$ cat src/rtl/gray_seq_pkg.sv
// Shared types and helpers for the Gray-code sequencer.
// Holds the state encoding, direction constants and the binary-to-Gray function.
package gray_seq_pkg;

  typedef enum logic [1:0] {
    ST_IDLE = 2'd0,
    ST_RUN  = 2'd1,
    ST_DONE = 2'd2
  } state_t;

  localparam logic DIR_UP   = 1'b0;
  localparam logic DIR_DOWN = 1'b1;

  // Reflected binary code; callers zero-extend and truncate to their own width.
  function automatic logic [31:0] bin2gray(input logic [31:0] b);
    return b ^ (b >> 1);
  endfunction

endpackage

$ cat src/rtl/bin_to_gray_enc.sv
// Combinational WIDTH-bit binary-to-Gray encoder (WIDTH up to 32).
module bin_to_gray_enc
  import gray_seq_pkg::*;
#(
  parameter int WIDTH = 4
) (
  input  logic [WIDTH-1:0] i_bin,
  output logic [WIDTH-1:0] o_gray
);

  assign o_gray = WIDTH'(bin2gray(32'(i_bin)));

endmodule

$ cat src/rtl/gray_seq_ctrl.sv
// Start/stop sequencer that steps a binary count and streams its Gray code
// over a valid/ready handshake, with preload, direction and optional wrap.
module gray_seq_ctrl
  import gray_seq_pkg::*;
#(
  parameter int WIDTH = 4
) (
  input  logic             clk,
  input  logic             rst,
  input  logic             start,
  input  logic             stop,
  input  logic             dir,
  input  logic             wrap_en,
  input  logic             load,
  input  logic [WIDTH-1:0] load_val,
  input  logic             Gc_ready,
  output logic             Gc_valid,
  output logic [WIDTH-1:0] Gc_output,
  output logic [WIDTH-1:0] Bin_count,
  output logic             busy,
  output logic             done
);

  localparam logic [WIDTH-1:0] CNT_MAX = {WIDTH{1'b1}};
  localparam logic [WIDTH-1:0] CNT_MIN = {WIDTH{1'b0}};

  state_t           r_state;
  logic [WIDTH-1:0] r_count;
  logic             r_dir;
  logic             r_wrap;
  logic             r_stop_pend;

  logic             w_xfer;
  logic             w_term;
  logic [WIDTH-1:0] w_next;

  // Modulo arithmetic gives the wrap value for free when wrapping is enabled.
  assign w_xfer = (r_state == ST_RUN) && Gc_ready;
  assign w_term = (r_dir == DIR_DOWN) ? (r_count == CNT_MIN) : (r_count == CNT_MAX);
  assign w_next = (r_dir == DIR_DOWN) ? (r_count - WIDTH'(1)) : (r_count + WIDTH'(1));

  always_ff @(posedge clk) begin
    if (rst) begin
      r_state     <= ST_IDLE;
      r_count     <= CNT_MIN;
      r_dir       <= DIR_UP;
      r_wrap      <= 1'b0;
      r_stop_pend <= 1'b0;
    end else begin
      case (r_state)
        ST_IDLE: begin
          if (load) begin
            r_count <= load_val;
          end else if (start && !stop) begin
            r_state <= ST_RUN;
            r_dir   <= dir;
            r_wrap  <= wrap_en;
          end
        end
        ST_RUN: begin
          if (w_xfer) begin
            // Terminal without wrap takes priority over a pending stop.
            if (w_term && !r_wrap) begin
              r_state <= ST_DONE;
            end else begin
              r_count <= w_next;
              if (stop || r_stop_pend) begin
                r_state <= ST_IDLE;
              end
            end
            r_stop_pend <= 1'b0;
          end else if (stop) begin
            r_stop_pend <= 1'b1;
          end
        end
        ST_DONE: begin
          if (load) begin
            r_count <= load_val;
            r_state <= ST_IDLE;
          end else if (start && !stop) begin
            r_state <= ST_RUN;
            r_dir   <= dir;
            r_wrap  <= wrap_en;
            r_count <= (dir == DIR_DOWN) ? CNT_MAX : CNT_MIN;
          end
        end
        default: begin
          r_state     <= ST_IDLE;
          r_stop_pend <= 1'b0;
        end
      endcase
    end
  end

  bin_to_gray_enc #(.WIDTH(WIDTH)) u_enc (
    .i_bin  (r_count),
    .o_gray (Gc_output)
  );

  assign Bin_count = r_count;
  assign Gc_valid  = (r_state == ST_RUN);
  assign busy      = (r_state == ST_RUN);
  assign done      = (r_state == ST_DONE);

endmodule

$ cat config.mk
export PLATFORM = sky130hd
export DESIGN_NAME = gray_seq_ctrl
export DESIGN_NICKNAME = d
export VERILOG_FILES = /design/src/rtl/gray_seq_pkg.sv /design/src/rtl/bin_to_gray_enc.sv /design/src/rtl/gray_seq_ctrl.sv
export SDC_FILE = /design/constraint.sdc
export NUM_CORES = 1
export LEC_CHECK = 0
export BUFFER_PORTS_ARGS = -buffer_cell sky130_fd_sc_hd__buf_2
export CORE_UTILIZATION = 50
export DETAILED_ROUTE_END_ITERATION = 10
export GPL_TIMING_DRIVEN = 0
export HOLD_SLACK_MARGIN = 0.08
export MAX_ROUTING_LAYER = met4
export PLACE_DENSITY = 0.78
export SLEW_MARGIN = 20
export SYNTH_ARGS = -nofsm -noshare
export SYNTH_HDL_FRONTEND = slang
export SYNTH_SLANG_ARGS = --single-unit
$ cat constraint.sdc
create_clock -name clk -period 2.01 [get_ports clk]
set_input_delay 0.201 -clock clk [delete_from_list [all_inputs] [get_ports clk]]
set_output_delay 0.201 -clock clk [all_outputs]
set_load 0.01 [all_outputs]
==> results of run 1 <==
-- worst max-delay path, cell delays in order (launching register included) --
cell	delay (ns)
dfxtp_2	0.35
inv_1	0.10
ha_4	0.20
nor2b_1	0.14
a221o_1	0.33
a211o_4	0.36
a221oi_1	0.22
a211oi_1	0.08
-- report_power, final --
part	internal (mW)	total, mW	switching, mW
logic	0.0879	0.190	0.102
registers	0.192	0.211	0.0189
clock network	0.0770	0.148	0.0710
-- cell usage after synthesis, types with 2 or more instances --
library cell	n	area share, %
a221oi_1	2	2.2
nor2b_1	3	2.4
nor2_1	6	2.9
a211oi_1	5	4.8
xor2_1	3	3.3
a21o_1	2	1.9
nand3_1	2	1.3
nand3b_1	2	1.9
o21ai_0	4	2.5
mux2i_1	2	2.5
ha_1	10	16
a21oi_1	4	2.5
nor3_1	3	1.9
inv_1	12	5.7
nand2_1	2	0.95
buf_4	2	1.9
dfxtp_1	9	23
-- per-stage QoR --
step                      hold slack, ns  TNS (ns)  instance area (sq um)  power [mW]
after global routing               0.200         0                    957       0.583
final                              0.159         0                    957       0.548
after floorplan                    0.345         0                    790       0.340
after detailed placement           0.443  -0.00399                    913       0.401
after CTS                          0.160         0                    942       0.549
after global placement             0.435         0                    913       0.394
-- placed cells by master, fill, tap and decap left out, types with 2 or more instances in the layout --
cell type and n:
inv_1 12, a21oi_1 4, nor2b_1 3, clkbuf_4 3, o21ai_0 4, xor2_1 3, mux2i_1 2, nand2_1 2
nor2_1 6, nor3_1 3, a211oi_1 5, dfxtp_1 7, dfxtp_2 2, buf_4 2, a21o_1 2, ha_1 9
nand3_1 2, nand3b_1 2, buf_2 21
-- state kept, by name (all words and copies together) (netlist names) --
signal       count
Bin_count        4
r_dir            1
r_state          2
r_stop_pend      1
r_wrap           1
-- worst min-delay path by stage --
stage / end / depth (start not counted) / slack, ns
after floorplan: r_dir / 2 / 0.34
after global routing: r_wrap / 3 / 0.20
after global placement: r_wrap / 3 / 0.44
after CTS: r_wrap / 3 / 0.16
after detailed placement: r_wrap / 3 / 0.44
final: r_wrap / 3 / 0.16
-- metal layers --
| metal | share of wire (%) | vias to the layer above |
|---|---|---|
| li1 | - | 388 |
| met3 | 3.6 | 5 |
| met2 | 50 | 20 |
| met4 | 1.7 | 0 |
| met1 | 45 | 349 |
| met5 | 0 | - |
-- final cells by class --
type / count / area [sq um] / share of cell area [%]
sequential: 9 / 183 / 19.1
inverter: 12 / 45.0 / 4.71
tap: 15 / 18.8 / 1.96
buffer: 3 / 18.8 / 1.96
timing repair buffer: 21 / 105 / 11.0
multi-input combinational: 67 / 561 / 58.6
clock buffer: 4 / 26.3 / 2.75
-- repair_timing --
item,CTS,global route
setup endpoints to repair,3,3
resized for setup,1,4
hold endpoints to repair,0,0
hold buffers,0,0
-- kinds of logic (layout without fill, tap and decap cells) --
kind of cell | count (synthesis) | count (layout) | synth area share, %
flops | 9 | 9 | 22.8
mux | 2 | 2 | 2.54
compound gates | 29 | 29 | 29.5
buf+inv | 16 | 40 | 8.56
xor+xnor | 4 | 4 | 4.44
fa+ha+maj | 11 | 11 | 18.4
simple gates | 21 | 21 | 13.8
==> metrics.cfg, run 1 <==
[placement]
io_buffers=21
pre_cts_ws_ns=-0.00399
dpl.hpwl_microns=1370
placed_cells=128
gp_congestion=0.812

[clocking]
cts_max_path_buffers=2
clk_pin_slew_ns=0.06
cts.sinks=9
cts.htree.levels=1
cts-buffers-inserted=3
clockRootBuffer=clkbuf_4
cts_setup_buffers=0
clk_latency_ns=0.27
cts_tree=built

[yosys]
syn-instance-count=92
ys_types=36
synth-main-ff-cell=dfxtp_1
synth_warnings=0
postSynth.asyncResetShare_pct=0
synth-edff-count=0
syn_area_sq_um=790
synth_seq_area_share_pct=22.8
synth_area_per_cell_sq_um=8.58
syn_nets=115
ys_seq_elements=9

[die]
die_y_microns=41.7
row_count=13
die_w_microns=41.7
die_area_sq_um=1740
io-pin-count=23
core_region_area_sq_um=1380
initial_core_util_pct=57.1

[final_layout]
finalNonFillerCells=131
num-fill-cells=123
fin_nets=140
drive_above_1_share_pct=29.3
fin_util_pct=69.2
diodes=0
area_delta_synth_final_pct=21.2

[drt]
drc_errors=0
drt-wirelength-per-cell_microns=13.7
antenna_left=0
dr.pass1.iters=4
vias=762
totalWireLength_microns=1800
drtIter0Drc=12
vias_per_cell=5.82

[sta]
grt_setup_unrepaired=false
fin_crit_sh_pct=94.8
fin_ws_ns=0.104
setup_violations=0
finalCriticalPeriod_ns=1.91
slew_headroom_pct=67.6
drv_slew=0
fin_skew_ns=0.00220
worstMarginPinSlew_ns=0.487
max_freq_mhz=525
final_hold_viol_count=0

[worst_setup_path]
crit_path_end=Bin_count[0]
reg2reg_from=r_state[0]
rr_worst_depth=7
worstPathRequired_ns=2.15
path_max_fanout=8
crit_arrival_ns=2.04
critPathLaunchType=flop
startpoint=r_state[0]
endpoint_kind=flop
r2r_end=Bin_count[0]
r2r_setup_slack_ns=0.10
path_class=reg2reg

[min_path]
hp-start=wrap_en
hp-class=in2reg

[global_route]
grt-busiest-layer=met2
grt.met3_usage_pct=5.22
grt_use_met2_pct=39.1
grt-ovfl-total=0
grt_pass1_wl_microns=3010
grt_pass1_vias=713
antenna_found_initial=0
track_usage_pct=23.3
use_met1_pct=26.2
grt_start_max_net_pins=11

[pwr]
vdd_ir_drop_max_v=0.000422
power_density_nw_per_um2=573
cellLeakagePower_nw=0.480

[job]
drv_cap=0

[outcome]
outcome=finished clean

Note: power is estimated with default switching activity, not from simulation.
==> inputs of run 2 (changes only) <==
ABC_CLOCK_PERIOD_IN_PS = 2200   (was default)
CORE_UTILIZATION = 54   (was 50)
PLACE_DENSITY = 0.89   (was 0.78)
clock period = 2.2 ns   (was 2.01 ns; I/O delays follow)
==> metrics.cfg, run 2 (synthesis gave the netlist of run 1 again) <==
[pwr]
cellLeakagePower_nw=0.477
pwr-share-seq_pct=38.6
vdd_ir_drop_max_v=0.000420
sw_frac_of_total_pct=35.0
power_density_nw_per_um2=530
pwr-share-clk_pct=27.2
combPwrFrac_pct=34.3
p_switching_mw=0.175
internal_power_mw=0.324

[placement]
io_buffers=21
gp_congestion=0.782
dpl.hpwl_microns=1440
place_area_sq_um=913

[clocking]
cts.htree.levels=1
clockRootBuffer=clkbuf_4
cts_max_path_buffers=2
holdBufCountCts=0
cts.sinks=9
clk_pin_slew_ns=0.06
cts-buffers-inserted=3
clk_latency_ns=0.27
cts_tree=built
cts_setup_buffers=0

[job]
drv_cap=0

[sta]
final_hold_viol_count=0
drv_slew=0
fin_tns_setup_ns=0
grt_setup_unrepaired=false
finalCriticalPeriod_ns=2.00
fin_crit_sh_pct=91.0
setup_violations=0
fin_skew_ns=0.00273
max_freq_mhz=500
slew_headroom_pct=68.3
worstMarginPinSlew_ns=0.476

[worst_setup_path]
crit_arrival_ns=2.15
crit_chain=inv_1 > ha_2 > nor2b_1 > a221o_1 > a211o_4 > a221oi_1 > a211oi_1
endpoint_kind=flop
critPathLaunchType=flop
worstPathRequired_ns=2.34
slowest_stage=dfxtp_1
r2r_end=Bin_count[1]
rr_worst_depth=7
path_class=reg2reg
cp_slowest_stage_delay_ns=0.36
reg2reg_from=r_state[0]
path_max_fanout=8
startpoint=r_state[0]
r2r_setup_slack_ns=0.20

[die]
core_region_area_sq_um=1330
die_w_microns=40.2
die_area_sq_um=1620
initial_core_util_pct=59.2
io-pin-count=23
row_count=13
die_y_microns=40.2

[global_route]
grt_pass1_wl_microns=2790
track_usage_pct=27.2
grt_start_max_net_pins=11
antenna_found_initial=0
grt_pass1_vias=696
grt-ovfl-total=0

[final_layout]
fin_area_sq_um=942
fin_nets=141
largest_reg_flops=4
drive_above_1_share_pct=26.5
layout_commonest_cell=buf_2
area_delta_synth_final_pct=19.3
diodes=0
multiInputGateArea_sq_um=544
final_cell_mix=buf_2 (21), inv_1 (12), dfxtp_1 (9), ha_1 (9), nor2_1 (6)
seq_area_sq_um=180
num-fill-cells=112

[min_path]
hp-start=dir
holdPathStages=3
hp-class=in2reg
min_to=r_dir

[drt]
vias_per_cell=5.89
totalWireLength_microns=1820
drc_errors=0
dr.pass1.iters=4
drtIter0Drc=10
vias=778
antenna_left=0
drt-wirelength-per-cell_microns=13.8

[outcome]
outcome=finished clean

-- run 2: cell count changes in the layout (fill, tap and decap cells not counted) --
cell	before	now
dfxtp_2	2	0
ha_4	1	0
clkbuf_1	1	2
ha_2	0	1
a221oi_2	1	0
a221oi_1	1	2
dfxtp_1	7	9
-- run 2: how the worst max path moves through the flow --
| stage | end |
|---|---|
| detailed placement | Bin_count[1] |
| CTS | Bin_count[1] |
| floorplan | Bin_count[0] |
| finish | Bin_count[1] |
| global route | Bin_count[1] |
| global placement | Bin_count[1] |
-- run 2: metal layers --
layer / global-route usage (%) / part of all wire, % / up-vias
li1: - / - / 381
met1: 27.6 / 43 / 368
met2: 47.2 / 49 / 26
met3: 10.0 / 7.2 / 3
met4: 10.8 / 1.0 / 0
met5: - / 0 / -
-- run 2: area by class of cell --
class / instances / share of cell area [%]
Sequential cell: 9 / 19.1
Tap cell: 15 / 1.99
Buffer: 4 / 2.39
Timing Repair Buffer: 21 / 11.2
Inverter: 12 / 4.78
Clock buffer: 4 / 2.79
Multi-Input combinational cell: 67 / 57.8
-- run 2: power groups by stage --
stage / clock, mW / combinational [mW] / sequential, mW
6_report: 0.136 / 0.171 / 0.193
3_3_place_gp: 0 / 0.163 / 0.195
4_1_cts: 0.138 / 0.171 / 0.192
3_5_place_dp: 0 / 0.171 / 0.196
2_1_floorplan: 0 / 0.114 / 0.197
5_1_grt: 0.141 / 0.191 / 0.194
-- run 2: what timing repair did --
action	CTS	global route
gates resized for setup	0	1
endpoints found under the hold margin	0	0
setup endpoints to repair	0	1
-- run 2: metrics by stage --
step	setup slack [ns]	cells	hold WS [ns]	utilization, %	total power, mW
after floorplan	0.280	92	0.364	-	0.311
after global placement	0.210	128	0.454	68.5	0.358
after detailed placement	0.127	128	0.481	68.5	0.367
after CTS	0.129	132	0.196	70.5	0.502
after global routing	0.0743	132	0.220	70.6	0.527
final	0.198	132	0.193	70.6	0.499
-- run 2: worst max-delay path, delay by kind of cell, from the launching register on --
family | cells | cell delay (ns)
DFF | 1 | 0.36
buffers and inverters | 1 | 0.09
and+or+nand+nor | 1 | 0.16
AOI/OAI and AO/OA | 4 | 1.02
adders and majority gates | 1 | 0.23
==> inputs of run 3 (changes only) <==
ABC_CLOCK_PERIOD_IN_PS = 2100   (was 2200)
CORE_UTILIZATION = 50   (was 54)
PLACE_DENSITY = 0.83   (was 0.89)
clock period = 2.1 ns   (was 2.2 ns; I/O delays follow)
==> metrics.cfg, run 3 (synthesis gave the netlist of run 1 again) <==
[outcome]
outcome=finished clean

[worst_setup_path]
path_max_fanout=8
path_class=reg2reg
endpoint_kind=flop
r2r_end=Bin_count[0]
critPathLaunchType=flop
crit_arrival_ns=2.13
startpoint=r_state[0]
worstPathRequired_ns=2.24
r2r_setup_slack_ns=0.11
reg2reg_from=r_state[0]
rr_worst_depth=7
crit_path_end=Bin_count[0]

[sta]
holdWs_ns=0.182
slew_headroom_pct=67.8
fin_skew_ns=0.00864
fin_ws_ns=0.106
finalCriticalPeriod_ns=1.99
max_freq_mhz=501
drv_slew=0
fin_crit_sh_pct=95.0
setup_violations=0
final_hold_viol_count=0
worstMarginPinSlew_ns=0.484

[min_path]
hp-class=in2reg

[job]
drv_cap=0

[clocking]
holdBufCountCts=0
cts_max_path_buffers=2
cts.htree.levels=1
clockRootBuffer=clkbuf_4
clk_pin_slew_ns=0.07
cts-buffers-inserted=3
cts_tree=built
clk_latency_ns=0.27
cts.sinks=9

[global_route]
antenna_found_initial=0
grt_pass1_wl_microns=3080
track_usage_pct=23.7
grt_pass1_vias=667
grt_start_max_net_pins=11
grt-ovfl-total=0

[pwr]
power_density_nw_per_um2=552
vdd_ir_drop_max_v=0.000408
power_mw=0.524
cellLeakagePower_nw=0.479

[drt]
drtIter0Drc=16
totalWireLength_microns=1840
drt-wirelength-per-cell_microns=13.9
antenna_left=0
vias=787
drc_errors=0
dr.pass1.iters=4
vias_per_cell=5.96

[final_layout]
finalNonFillerCells=132
largest_reg_flops=4
fin_util_pct=68.6
diodes=0
fin_nets=141
layout_commonest_cell=buf_2
final_cell_mix=buf_2 (21), inv_1 (12), dfxtp_1 (9), ha_1 (9), nor2_1 (6)
area_delta_synth_final_pct=20.1
drive_above_1_share_pct=27.4

[die]
initial_core_util_pct=57.1
die_area_sq_um=1740
die_y_microns=41.7
die_w_microns=41.7
row_count=13
core_region_area_sq_um=1380
io-pin-count=23

[placement]
io_buffers=21
pre_cts_ws_ns=0.0413
dpl.hpwl_microns=1420
placed_cells=128
gp_congestion=0.802

run 3: cell types whose count changed in the layout (fill, tap and decap cells not counted):
cell and delta:
a221oi_2 +1, a221oi_1 -1
run 3: stage by stage:
step                      setup TNS [ns]  area [sq um]
after floorplan                        0           790
after global placement                 0           913
after detailed placement               0           913
after CTS                              0           940
after global routing            -0.00163           948
final                                  0           948
run 3: how the worst min path moves through the flow:
stage,startpoint,cells after the start,endpoint
after floorplan,dir,2,r_dir
after global placement,wrap_en,3,r_wrap
after detailed placement,wrap_en,3,r_wrap
after CTS,wrap_en,3,r_wrap
after global routing,wrap_en,3,r_wrap
final,wrap_en,3,r_wrap
run 3: worst max-delay path, cell delays in order (launching register included):
cell      delay (ns)
dfxtp_1         0.37
inv_1           0.10
ha_2            0.24
nor2b_1         0.16
a221o_1         0.33
a211o_4         0.36
a221oi_1        0.22
a211oi_1        0.08
run 3: layout make-up:
| type | count | area (sq um) |
|---|---|---|
| plain buffers | 4 | 22.5 |
| fillers | 117 | 434 |
| well taps | 15 | 18.8 |
| repair buffers | 21 | 105 |
| clock buffers | 4 | 26.3 |
| flip-flops and latches | 9 | 180 |
| multi-input cells | 67 | 551 |
| inverters | 12 | 45.0 |
run 3: where the power goes:
| group | leakage, nW | internal [mW] | switching [mW] |
|---|---|---|---|
| clock | 0.0150 | 0.0735 | 0.0658 |
| combinational | 0.390 | 0.0847 | 0.0981 |
| sequential | 0.0738 | 0.183 | 0.0182 |
| total | 0.479 | 0.342 | 0.182 |
run 3: per-layer routing:
layer / GRT usage [%] / routed length (microns)
met5: - / 0
met4: 5.81 / 17
met3: 5.22 / 114
met2: 36.9 / 837
met1: 31.1 / 868
run 3: timing repair:
action | CTS | global route
gates resized for setup | 0 | 2
setup endpoints to repair | 0 | 3
hold endpoints to repair | 0 | 0
buffers inserted | 0 | 0
